==> src/rtl/branch_resolve_unit.sv <==
// Execute-stage branch resolver: flag register, conditional BR, CALL/RET return stack, IRQ entry/RETI.
// Latency: every redirect is registered and appears one cycle after the causing edge.
// No backpressure: one instruction per cycle, accepted unconditionally; upstream re-issues anything preempted by irq_take.
module branch_resolve_unit #(
    parameter int ADDR_W      = 32,
    parameter int STACK_DEPTH = 8
) (
    input  logic              clk,
    input  logic              rst,
    input  logic              valid_in,
    input  logic [4:0]        opcode,
    input  logic [1:0]        cond,
    input  logic [1:0]        alu_flags,
    input  logic [ADDR_W-1:0] pc_plus1,
    input  logic [ADDR_W-1:0] target,
    input  logic              irq_take,
    input  logic [ADDR_W-1:0] irq_ret_addr,
    output logic              redirect,
    output logic [ADDR_W-1:0] redirect_pc,
    output logic [1:0]        flags_q,
    output logic              stack_empty,
    output logic              stack_full,
    output logic              in_isr,
    output logic              stack_err
);
    localparam int SP_W = $clog2(STACK_DEPTH);

    localparam logic [4:0] OP_ADD  = 5'b00010;
    localparam logic [4:0] OP_ADDI = 5'b00011;
    localparam logic [4:0] OP_SUB  = 5'b00100;
    localparam logic [4:0] OP_SUBI = 5'b00101;
    localparam logic [4:0] OP_MUL  = 5'b00110;
    localparam logic [4:0] OP_DIV  = 5'b01000;
    localparam logic [4:0] OP_AND  = 5'b01010;
    localparam logic [4:0] OP_ANDI = 5'b01011;
    localparam logic [4:0] OP_OR   = 5'b01100;
    localparam logic [4:0] OP_ORI  = 5'b01101;
    localparam logic [4:0] OP_NOT  = 5'b01110;
    localparam logic [4:0] OP_XOR  = 5'b10000;
    localparam logic [4:0] OP_XORI = 5'b10001;
    localparam logic [4:0] OP_CMP  = 5'b10010;
    localparam logic [4:0] OP_BR   = 5'b10100;
    localparam logic [4:0] OP_CALL = 5'b11001;
    localparam logic [4:0] OP_RET  = 5'b11010;
    localparam logic [4:0] OP_RETI = 5'b11011;

    localparam logic [SP_W:0]   SP_ONE  = 1;
    localparam logic [SP_W:0]   SP_MAX  = STACK_DEPTH[SP_W:0];
    localparam logic [SP_W-1:0] IDX_ONE = 1;

    logic              r_redirect;
    logic [ADDR_W-1:0] r_redirect_pc;
    logic [1:0]        r_flags;
    logic [1:0]        r_shadow;
    logic [ADDR_W-1:0] r_saved_ra;
    logic [SP_W:0]     r_sp;
    logic              r_in_isr;
    logic              r_err;
    logic [ADDR_W-1:0] r_stack [STACK_DEPTH];

    logic              w_flag_wr;
    logic              w_cond_true;
    logic              w_empty;
    logic              w_full;
    logic              w_irq_acc;
    logic              w_exec;
    logic              w_push;
    logic [SP_W-1:0]   w_push_idx;
    logic [SP_W-1:0]   w_top_idx;

    // Decode flag writers and evaluate the branch condition against the pre-update flags.
    always_comb begin
        w_flag_wr = 1'b0;
        case (opcode)
            OP_ADD, OP_ADDI, OP_SUB, OP_SUBI, OP_MUL, OP_DIV, OP_AND, OP_ANDI,
            OP_OR, OP_ORI, OP_NOT, OP_XOR, OP_XORI, OP_CMP: w_flag_wr = 1'b1;
            default: w_flag_wr = 1'b0;
        endcase
        w_cond_true = 1'b0;
        case (cond)
            2'b00:   w_cond_true = r_flags[1];
            2'b01:   w_cond_true = r_flags[0];
            2'b10:   w_cond_true = ~r_flags[1] & ~r_flags[0];
            default: w_cond_true = ~r_flags[1];
        endcase
        w_empty    = (r_sp == '0);
        w_full     = (r_sp == SP_MAX);
        // An accepted interrupt swallows the instruction presented in the same cycle.
        w_irq_acc  = irq_take & ~r_in_isr;
        w_exec     = valid_in & ~w_irq_acc;
        w_push     = w_exec & (opcode == OP_CALL) & ~w_full;
        // sp==STACK_DEPTH wraps the low bits to 0, so top = low bits - 1 stays correct.
        w_push_idx = r_sp[SP_W-1:0];
        w_top_idx  = r_sp[SP_W-1:0] - IDX_ONE;
    end

    // Return-address storage; only entries below sp are ever read, so no reset needed.
    always_ff @(posedge clk) begin
        if (w_push) begin
            r_stack[w_push_idx] <= pc_plus1;
        end
    end

    // Architectural state and the registered redirect.
    always_ff @(posedge clk or posedge rst) begin
        if (rst) begin
            r_redirect    <= 1'b0;
            r_redirect_pc <= '0;
            r_flags       <= 2'b00;
            r_shadow      <= 2'b00;
            r_saved_ra    <= '0;
            r_sp          <= '0;
            r_in_isr      <= 1'b0;
            r_err         <= 1'b0;
        end else begin
            r_redirect <= 1'b0;
            if (w_irq_acc) begin
                r_shadow      <= r_flags;
                r_saved_ra    <= irq_ret_addr;
                r_in_isr      <= 1'b1;
                r_redirect    <= 1'b1;
                r_redirect_pc <= '0;
            end else if (w_exec) begin
                if (w_flag_wr) begin
                    r_flags <= alu_flags;
                end
                case (opcode)
                    OP_BR: begin
                        if (w_cond_true) begin
                            r_redirect    <= 1'b1;
                            r_redirect_pc <= target;
                        end
                    end
                    OP_CALL: begin
                        if (!w_full) begin
                            r_sp          <= r_sp + SP_ONE;
                            r_redirect    <= 1'b1;
                            r_redirect_pc <= target;
                        end else begin
                            r_err <= 1'b1;
                        end
                    end
                    OP_RET: begin
                        if (!w_empty) begin
                            r_sp          <= r_sp - SP_ONE;
                            r_redirect    <= 1'b1;
                            r_redirect_pc <= r_stack[w_top_idx];
                        end else begin
                            r_err <= 1'b1;
                        end
                    end
                    OP_RETI: begin
                        if (r_in_isr) begin
                            r_flags       <= r_shadow;
                            r_in_isr      <= 1'b0;
                            r_redirect    <= 1'b1;
                            r_redirect_pc <= r_saved_ra;
                        end else begin
                            r_err <= 1'b1;
                        end
                    end
                    default: ;
                endcase
            end
        end
    end

    assign redirect    = r_redirect;
    assign redirect_pc = r_redirect_pc;
    assign flags_q     = r_flags;
    assign stack_empty = w_empty;
    assign stack_full  = w_full;
    assign in_isr      = r_in_isr;
    assign stack_err   = r_err;
endmodule

==> config.mk <==
export PLATFORM = sky130hd
export DESIGN_NAME = branch_resolve_unit
export DESIGN_NICKNAME = d
export VERILOG_FILES = /design/src/rtl/branch_resolve_unit.sv
export SDC_FILE = /design/constraint.sdc
export NUM_CORES = 1
export LEC_CHECK = 0
export ABC_CLOCK_PERIOD_IN_PS = 12680
export CAP_MARGIN = 40
export CORE_MARGIN = 4
export CORE_UTILIZATION = 50
export CTS_CLUSTER_SIZE = 12
export DETAILED_ROUTE_END_ITERATION = 8
export GPL_TIMING_DRIVEN = 1
export PLACE_DENSITY_LB_ADDON = 0.08
export SLEW_MARGIN = 20
export SYNTH_ARGS = -nofsm -noshare
export SYNTH_HDL_FRONTEND = slang
export SYNTH_SLANG_ARGS = --single-unit
==> constraint.sdc <==
create_clock -name clk -period 12.68 [get_ports clk]
set_clock_uncertainty 0.2 [all_clocks]
set_input_delay 1.268 -clock clk [delete_from_list [all_inputs] [get_ports clk]]
set_output_delay 1.268 -clock clk [all_outputs]
set_load 0.005 [all_outputs]
==> results.md, run 1 <==
- Of the total synthesized cell area, the portion taken by XOR and XNOR cells is 0.00327.
- The HPWL after detailed placement is 20.2 mm.
- The share of the synthesized area in compound gates (AO/OA/AOI/OAI) is 0.0835.
- The area of the core is between 20,000 and 30,000 um2.
- The detailed router finished its first iteration with roughly 560 violations.
- The die covers about 29,000 um2.
- The effective utilization at floorplan is 0.510.
- The worst hold slack is between 0.2 and 0.3 ns.
- The post-CTS resize count is 0.
- The highest fanout seen on the critical path is 29.
- The critical path startpoint category is a flip-flop.
- Counting every sink on the clock net gives roughly 330.
- In this run the number of H-tree levels came out at 2.
- For the worst setup path, the data arrival time is roughly 2.5 ns.
- The share of the Yosys chip area taken by registers is 0.715.
- The uppermost metal layer occupied by signal nets is met4.
- The average size of a mapped cell is 16.7 um2.
- The initial antenna violation count is 0.
- The share of synthesized cell area in full adder, half adder and majority cells is 0.00430.
- Timing analysis after detailed placement gives a worst setup slack of between 7 and 8 ns.
- The worst setup path is captured at an output port.
- The summed instance area of the synthesized netlist is roughly 13,000 um2.
- The wire length reported by the detailed router is 31.1 mm.
- Summed over all nets, wire length on met3 after detailed routing comes to around 1.7 mm.
- The longest individual stage delay on the worst path is approximately 0.80 ns.
- The cell family contributing the most delay on the critical path is flip-flops.
- The total vias in the final route is ~7,800.
- The first global-routing pass estimated ~48 mm of wire.
- The multi-input gate area in the final layout is ~3500 um2.
- The die is approximately 170 um wide.
- For the worst setup path, the data required time is ~11 ns.
- The critical path is of the reg2out type.
- The number of buffers inserted to repair setup after CTS is 0.
- In this run the most critical hold path is launched from stack_err$_DFFE_PP0P_.
- The area of placed instances is between 15,000 and 20,000 um2.
- For the worst flop-to-flop path, the logic depth is 7.
- The number of failing setup endpoints in the final timing report is 0.
- The setup check on the worst reg-to-reg path leaves a slack of 9.02 ns.
- The number of ports placed on the die boundary is approximately 150.
- In the layout the commonest cells are 256 x sky130_fd_sc_hd__edfxtp_1, 146 x sky130_fd_sc_hd__clkdlybuf4s50_1, 143 x sky130_fd_sc_hd__nand2_1.
- The endpoint identified for the worst register-to-register timing path is r_stack[2][20]$_DFFE_PP_.
- The fill cell total of the finished layout is about 1,900.
- 0 antenna diodes ended up in the layout.
- The run finished with clean final reports.
- TritonCTS created 36 clock buffers.
- Setup repair after global routing left no endpoint under its margin.
- The post-layout instance area is about 17,000 um2.
- Including well taps, the total number of placed cells is roughly 1,200.
- In this run the worst hold path is classified as reg2reg.
- The clock passes through at most 3 buffers.
- The slew at the pin with the worst max-slew slack is ~0.79 ns.
- For this block, wires on met1 add up to around 13 mm.
- The hold buffer count at CTS is 0.
- The ratio of total power to cell area is approximately 180 nW/um2.
- The clock slew seen by the registers of the worst setup and hold paths is about 0.060 ns.
- Yosys printed 0 warnings.
- The met2 wire length is approximately 16 mm.
- The setup TNS is 0 ns.
- Row generation in the floorplan step produced between 50 and 60 rows.
- The count of final hold-check violations is 0.
- The smallest setup slack after layout is ~8.8 ns.
- The simple logic cell fraction of the synthesized area is 0.0570.
- The quantity of I/O buffers inserted on ports is between 100 and 150.
- The fmax is 0.255 GHz.
- At the end of the flow the core is filled with cells to 0.633.
- The area growth from synthesis to layout is 24.0%.
- TritonCTS built the clock tree.
- After synthesis, the share of flip-flops with an asynchronous set or reset is 0.227.
- In the routed layout, each cell is associated on average with a via count of between 5 and 6.
- Summed over all cells, the static leakage comes to between 5 and 6 nW.
- The total overflow reported by the global router is 0.
- After detailed routing, the number of remaining DRC violations is 0.
- The max-cap violation count is 0.
- The ratio of cells with drive above 1 in the final layout is 0.156.
- The clock network latency to the later pin of the worst-skew pair is 0.51 ns.
- Measured along the y axis, the die boundary spans about 170 um.
- The congestion estimate from routability-driven global placement came to ~0.78.
- The slowest cell on the critical path is sky130_fd_sc_hd__dfrtp_4.
- Once layout is complete, the cells apart from fillers number 1,315.
- In the synthesized netlist the dominant register cell turns out to be sky130_fd_sc_hd__edfxtp_1.
- In the final design database the tool counted 1,066 nets.
- The area taken by flip-flops and latches is about 9600 um2.
- The count of cell types in the netlist is 46.
- The total nets after synthesis is ~900.
- Across every metal layer, demand over resource in global routing totals 0.214.
- The critical register-to-register path startpoint is r_sp[0]$_DFFE_PP0P_.
- Counting buffers and inverters, the worst setup path is 4 cells deep.
- Across the VDD grid, the largest voltage drop is around 0.12 mV.
- The most critical setup path has its endpoint at stack_full.
- For the finished layout, the period the worst path requires is roughly 3.9 ns.
- The via count of the first global-routing pass is between 8,000 and 9,000.
- Measured against its own limit, the worst slew margin works out to 0.476.
- The root buffer cell chosen for the clock tree is sky130_fd_sc_hd__clkbuf_16.
- The origin of the worst setup path is r_sp[0]$_DFFE_PP0P_.
- The final number of max-transition violations is 0.
- The critical path goes through inv_1, ha_4, and3b_1, clkdlybuf4s50_1.
- The fraction of the cycle the final worst path needs is 0.309.
- The total power of the final layout is 2.99 mW.
- For this run, the detailed router's first-pass iteration total came to 5.
- Along the worst hold path, the cell count comes to 1.
- The total of flip-flops plus latches after synthesis is around 330.
- The dominant combinational cell family by area after synthesis is multiplexers.
- Of the post-synthesis cell area, the part taken by muxes is 0.109.
- In this run the remaining antenna-violating nets after routing total 0.
- The detail-routed net length per standard cell is ~24 um.
- The buffer and inverter count on the worst path is 2.
- In this run, synthesis inferred around 260 flip-flops with an integrated enable.
- Leaving out fill and tap cells, the most frequent cell in the layout is sky130_fd_sc_hd__edfxtp_1.
- Synthesis handed over a netlist of 803 instances.
- Entering global routing, the biggest net connects 67 pins.
[worst reg2reg max path: stages, from the launching register on]
cell	delay (ns)
sky130_fd_sc_hd__dfrtp_4	0.80
sky130_fd_sc_hd__inv_1	0.24
sky130_fd_sc_hd__ha_4	0.24
sky130_fd_sc_hd__and3b_1	0.21
sky130_fd_sc_hd__nor4_1	0.44
sky130_fd_sc_hd__nand2_1	0.35
sky130_fd_sc_hd__nor2_4	0.62
sky130_fd_sc_hd__buf_16	0.25
[final cells by class]
type	instances	share of cell area
flip-flops and latches	331	0.577
multi-input cells	409	0.213
repair buffers	168	0.116
clock buffers	52	0.0617
well taps	335	0.0253
clock inverters	13	0.00543
inverters	7	0.00166
[where the power goes]
part / internal (mW) / leakage, nW / switching, mW
clock network: 0.581 / 0.540 / 0.398
registers: 1.24 / 3.20 / 0.0709
logic: 0.393 / 1.94 / 0.311
[worst min path at each step]
stage | endpoint | slack (ns)
finish | stack_err$_DFFE_PP0P_ | 0.27
global route | r_saved_ra[28]$_DFFE_PP0N_ | 0.30
CTS | stack_err$_DFFE_PP0P_ | 0.27
detailed placement | stack_err$_DFFE_PP0P_ | 0.26
global placement | stack_err$_DFFE_PP0P_ | 0.25
floorplan | r_saved_ra[0]$_DFFE_PP0N_ | 0.25
[flip-flops by register name (all words and copies together) (netlist names)]
| register | cells |
|---|---|
| flags_q | 2 |
| r_shadow | 2 |
| in_isr | 1 |
| stack_err | 1 |
| r_sp | 4 |
| redirect_pc | 32 |
| r_saved_ra | 32 |
| redirect | 1 |
| r_stack | 256 |
[Yosys cell counts (all sizes together), types with 6 or more instances]
library cell	number	area [um2]
a311oi	32	280
nor3	6	35.0
nand2	143	537
buf	42	298
nand2b	6	37.5
edfxtp	256	7690
dfrtp	75	1880
clkbuf	14	53.8
mux4	64	1440
nor2	13	58.8
a221o	32	320
a21oi	35	175
inv	7	26.3
o21ai	40	200
[per-layer routing]
metal / vias up / global-route usage
met5: - / 0
met4: 0 / 0.0589
met3: 52 / 0.0349
met2: 271 / 0.357
met1: 4016 / 0.297
li1: 3471 / -
[cell families (layout without fill, tap and decap cells)]
logic type / after synthesis / after routing
XOR/XNOR: 5 / 5
flip-flops: 331 / 331
adder cells (fa/ha/maj): 4 / 4
AND/OR/NAND/NOR: 180 / 180
multiplexers: 65 / 65
AO/OA/AOI/OAI: 155 / 155
buffers and inverters: 63 / 240
Note: power is estimated with default switching activity, not from simulation.
==> run 2: changes to the inputs <==
Settings changed: ABC_CLOCK_PERIOD_IN_PS 12680 to 3800.
Clock period 12.68 ns to 3.8 ns, I/O delays scaled along.
==> results.md, run 2 (synthesis results as in run 1) <==
- The flow ran to the end, and the final reports show no timing, DRC or antenna violations.
- In the final routed layout, each cell accounts on average for between 20 and 30 um.
- The endpoint required time on the critical path is about 3.8 ns.
- The critical path startpoint category is a flip-flop.
- For this configuration, the core starts out at a cell density of 0.510.
- The H-tree depth is 2.
- From bottom edge to top edge, the die measures around 170 um.
- Max-cap violations in this run came to 0.
- The combinational fraction of design power is 0.238.
- Of all nets on the critical path, the largest fanout is 24.
- Static timing analysis puts the maximum clock frequency at around 0.32 GHz.
- The worst min-delay path startpoint is irq_ret_addr[2].
- The power share of the clock group is 0.343.
- The global-route wire length before repair is around 51 mm.
- The ratio of total power to cell area is 619 nW/um2.
- The width of the die is around 170 um.
- Across the VDD grid, the largest voltage drop is 0.327 mV.
- The area growth from synthesis to layout is 24.5%.
- The area of the core is 26,200 um2.
- The total power of the final layout is between 10 and 15 mW.
- Setup violations remaining at the end of the flow were counted as 0.
- The clock slew seen by the registers of the worst setup and hold paths is ~0.060 ns.
- The cell count of the worst reg-to-reg path is 7.
- In the layout the commonest cells are 256 x sky130_fd_sc_hd__edfxtp_1, 146 x sky130_fd_sc_hd__clkdlybuf4s50_1, 143 x sky130_fd_sc_hd__nand2_1.
- The worst hold slack is ~0.20 ns.
- The number of gates resized after CTS was 0.
- The capture instance of the worst register-to-register path is r_stack[7][22]$_DFFE_PP_.
- The number of buffers between clock root and the deepest sink is 3.
- The post-layout instance area is approximately 17,000 um2.
- Wires add up to ~33 mm.
- For this design, the sink count on the clock tree is roughly 330.
- Once detail routing completed, the nets flagged for antenna violations numbered 0.
- Leaving out fill and tap cells, the most frequent cell in the layout is sky130_fd_sc_hd__edfxtp_1.
- The worst slew margin relative to its limit is 0.531.
- The count of TritonRoute iterations in the first routing pass is 5.
- For this block, the via count after detailed routing is around 8,000.
- The proportion of total power due to net switching is 0.259.
- The register with the most flip-flops in the layout has 256 of them.
- The category of the critical setup timing path is reg2reg.
- The register share of total power is 0.418.
- The die covers about 30,000 um2.
- The count of final hold-check violations is 0.
- The met1 usage is 0.337.
- In the global route stage, overall resource usage came out at 0.229.
- The register containing the most flip-flops in the final layout is r_stack.
- The met3 track demand over resource is 0.0342.
- In this run the critical register-to-register path is launched from r_sp[1]$_DFFE_PP0P_.
- In this run the cell area measured after placement is ~15,000 um2.
- For this design the static power due to leakage is 5.73 nW.
- The hold buffer count at CTS is 1.
- For this design the total switching power over the nets is around 2.7 mW.
- Summed over all layers, the global routing overflow is 0.
- The quantity of I/O buffers inserted on ports is ~150.
- In this run the worst hold path is classified as in2reg.
- The final number of max-transition violations was 0.
- The detailed router finished its first iteration with between 700 and 800 violations.
- In this run the most used layer during global routing was met2.
- The initial antenna violation count is 1.
- The internal power of the cells is 7.64 mW.
- The sort of element at the end of the critical path is a flip-flop.
- The clock root buffer is sky130_fd_sc_hd__clkbuf_16.
- The met2 routing resource usage after global routing is 0.368.
- Setup repair after global routing left no endpoint under its margin.
- The layout has 1,870 filler cells.
- The detailed-route DRC error count is 0.
- The wire-length estimate of the detail-placed layout is between 20 and 25 mm.
- The clock period could shrink to around 3.1 ns.
- The ratio of cells with drive above 1 in the final layout is 0.171.
- The floorplan has 59 rows.
- The number of buffers inserted to repair setup after CTS is 0.
- The number of ports placed on the die boundary is roughly 150.
- The clock network latency to the later pin of the worst-skew pair is 0.51 ns.
- The data arrival time of the critical path is ~3.1 ns.
- The path with the worst hold slack has its endpoint at r_saved_ra[2]$_DFFE_PP0N_.
- The slew at the pin with the worst max-slew slack is 0.702 ns.
- The instance count along the most critical hold path is 3.
- TritonCTS built the clock tree.
- The largest net degree at the start of global routing is 46.
- In the final design database the tool counted roughly 1,100 nets.
- The via count of the first global-routing pass is around 8,400.
- The setup check on the worst reg-to-reg path leaves a slack of approximately 0.67 ns.
- The fraction of the cycle the final worst path needs is 0.824.
- The average via count per standard cell is a little over 6.
- Routability-driven placement finished with a final weighted congestion of between 0.8 and 0.9.
- In this run, CTS created clock tree buffers numbering 37.
## run 2: cell count changes in the layout (fill, tap and decap cells not counted), moves of 2 or more
cell                        delta
sky130_fd_sc_hd__buf_4        +14
sky130_fd_sc_hd__buf_16       -11
sky130_fd_sc_hd__buf_12        +7
sky130_fd_sc_hd__clkinv_1      -4
sky130_fd_sc_hd__bufinv_16     +3
sky130_fd_sc_hd__clkinv_2      +3
sky130_fd_sc_hd__nor3_2        -2
sky130_fd_sc_hd__nor3_4        +2
## run 2: critical path: stages, from the launching register on
cell and delay (ns):
sky130_fd_sc_hd__dfrtp_1 0.54, sky130_fd_sc_hd__inv_1 0.18, sky130_fd_sc_hd__ha_4 0.21, sky130_fd_sc_hd__and3b_1 0.20, sky130_fd_sc_hd__nor4_1 0.45, sky130_fd_sc_hd__nand2_1 0.36
sky130_fd_sc_hd__nor2_4 0.20, sky130_fd_sc_hd__buf_4 0.42
## run 2: power groups by stage
stage	Clock (mW)	Sequential, mW	Combinational, mW
after floorplan	0	4.33	1.61
after global placement	0	4.37	2.39
after detailed placement	0	4.38	2.44
after CTS	3.62	4.31	2.45
after global routing	3.77	4.34	2.65
final	3.54	4.31	2.45
## run 2: worst max-delay path by stage
stage	startpoint	endpoint	slack (ns)	cells past startpoint
after CTS	r_sp[1]$_DFFE_PP0P_	r_stack[7][22]$_DFFE_PP_	0.63	7
after global placement	opcode[1]	r_stack[6][23]$_DFFE_PP_	0.55	6
after global routing	r_sp[1]$_DFFE_PP0P_	r_stack[7][5]$_DFFE_PP_	0.44	7
after floorplan	r_sp[0]$_DFFE_PP0P_	r_stack[2][0]$_DFFE_PP_	-0.004	9
final	r_sp[1]$_DFFE_PP0P_	r_stack[7][22]$_DFFE_PP_	0.67	7
after detailed placement	opcode[1]	r_stack[5][23]$_DFFE_PP_	0.49	6
## run 2: final cells by class
type	count	area, um2	share of cell area
Antenna cell	1	2.50	0.000150
Clock buffer	53	1050	0.0630
Clock inverter	15	173	0.0104
Inverter	7	27.5	0.00165
Multi-Input combinational cell	409	3550	0.213
Sequential cell	331	9570	0.575
Tap cell	335	419	0.0252
Timing Repair Buffer	179	1870	0.112
## run 2: per-stage QoR
step	setup slack (ns)	setup TNS, ns	utilization	std cells
6_report	0.669	0	0.635	1330
5_1_grt	0.443	0	0.635	1330
4_1_cts	0.635	0	0.633	1327
3_5_place_dp	0.489	0	0.586	1258
3_3_place_gp	0.552	0	0.584	1255
2_1_floorplan	-0.00405	-0.609	-	803
## run 2: per-layer routing
metal	vias up	routed length, um	part of all wire
li1	3499	-	-
met1	4188	14200	0.43
met2	350	16300	0.49
met3	48	2350	0.070
met4	0	518	0.016
met5	-	0	0
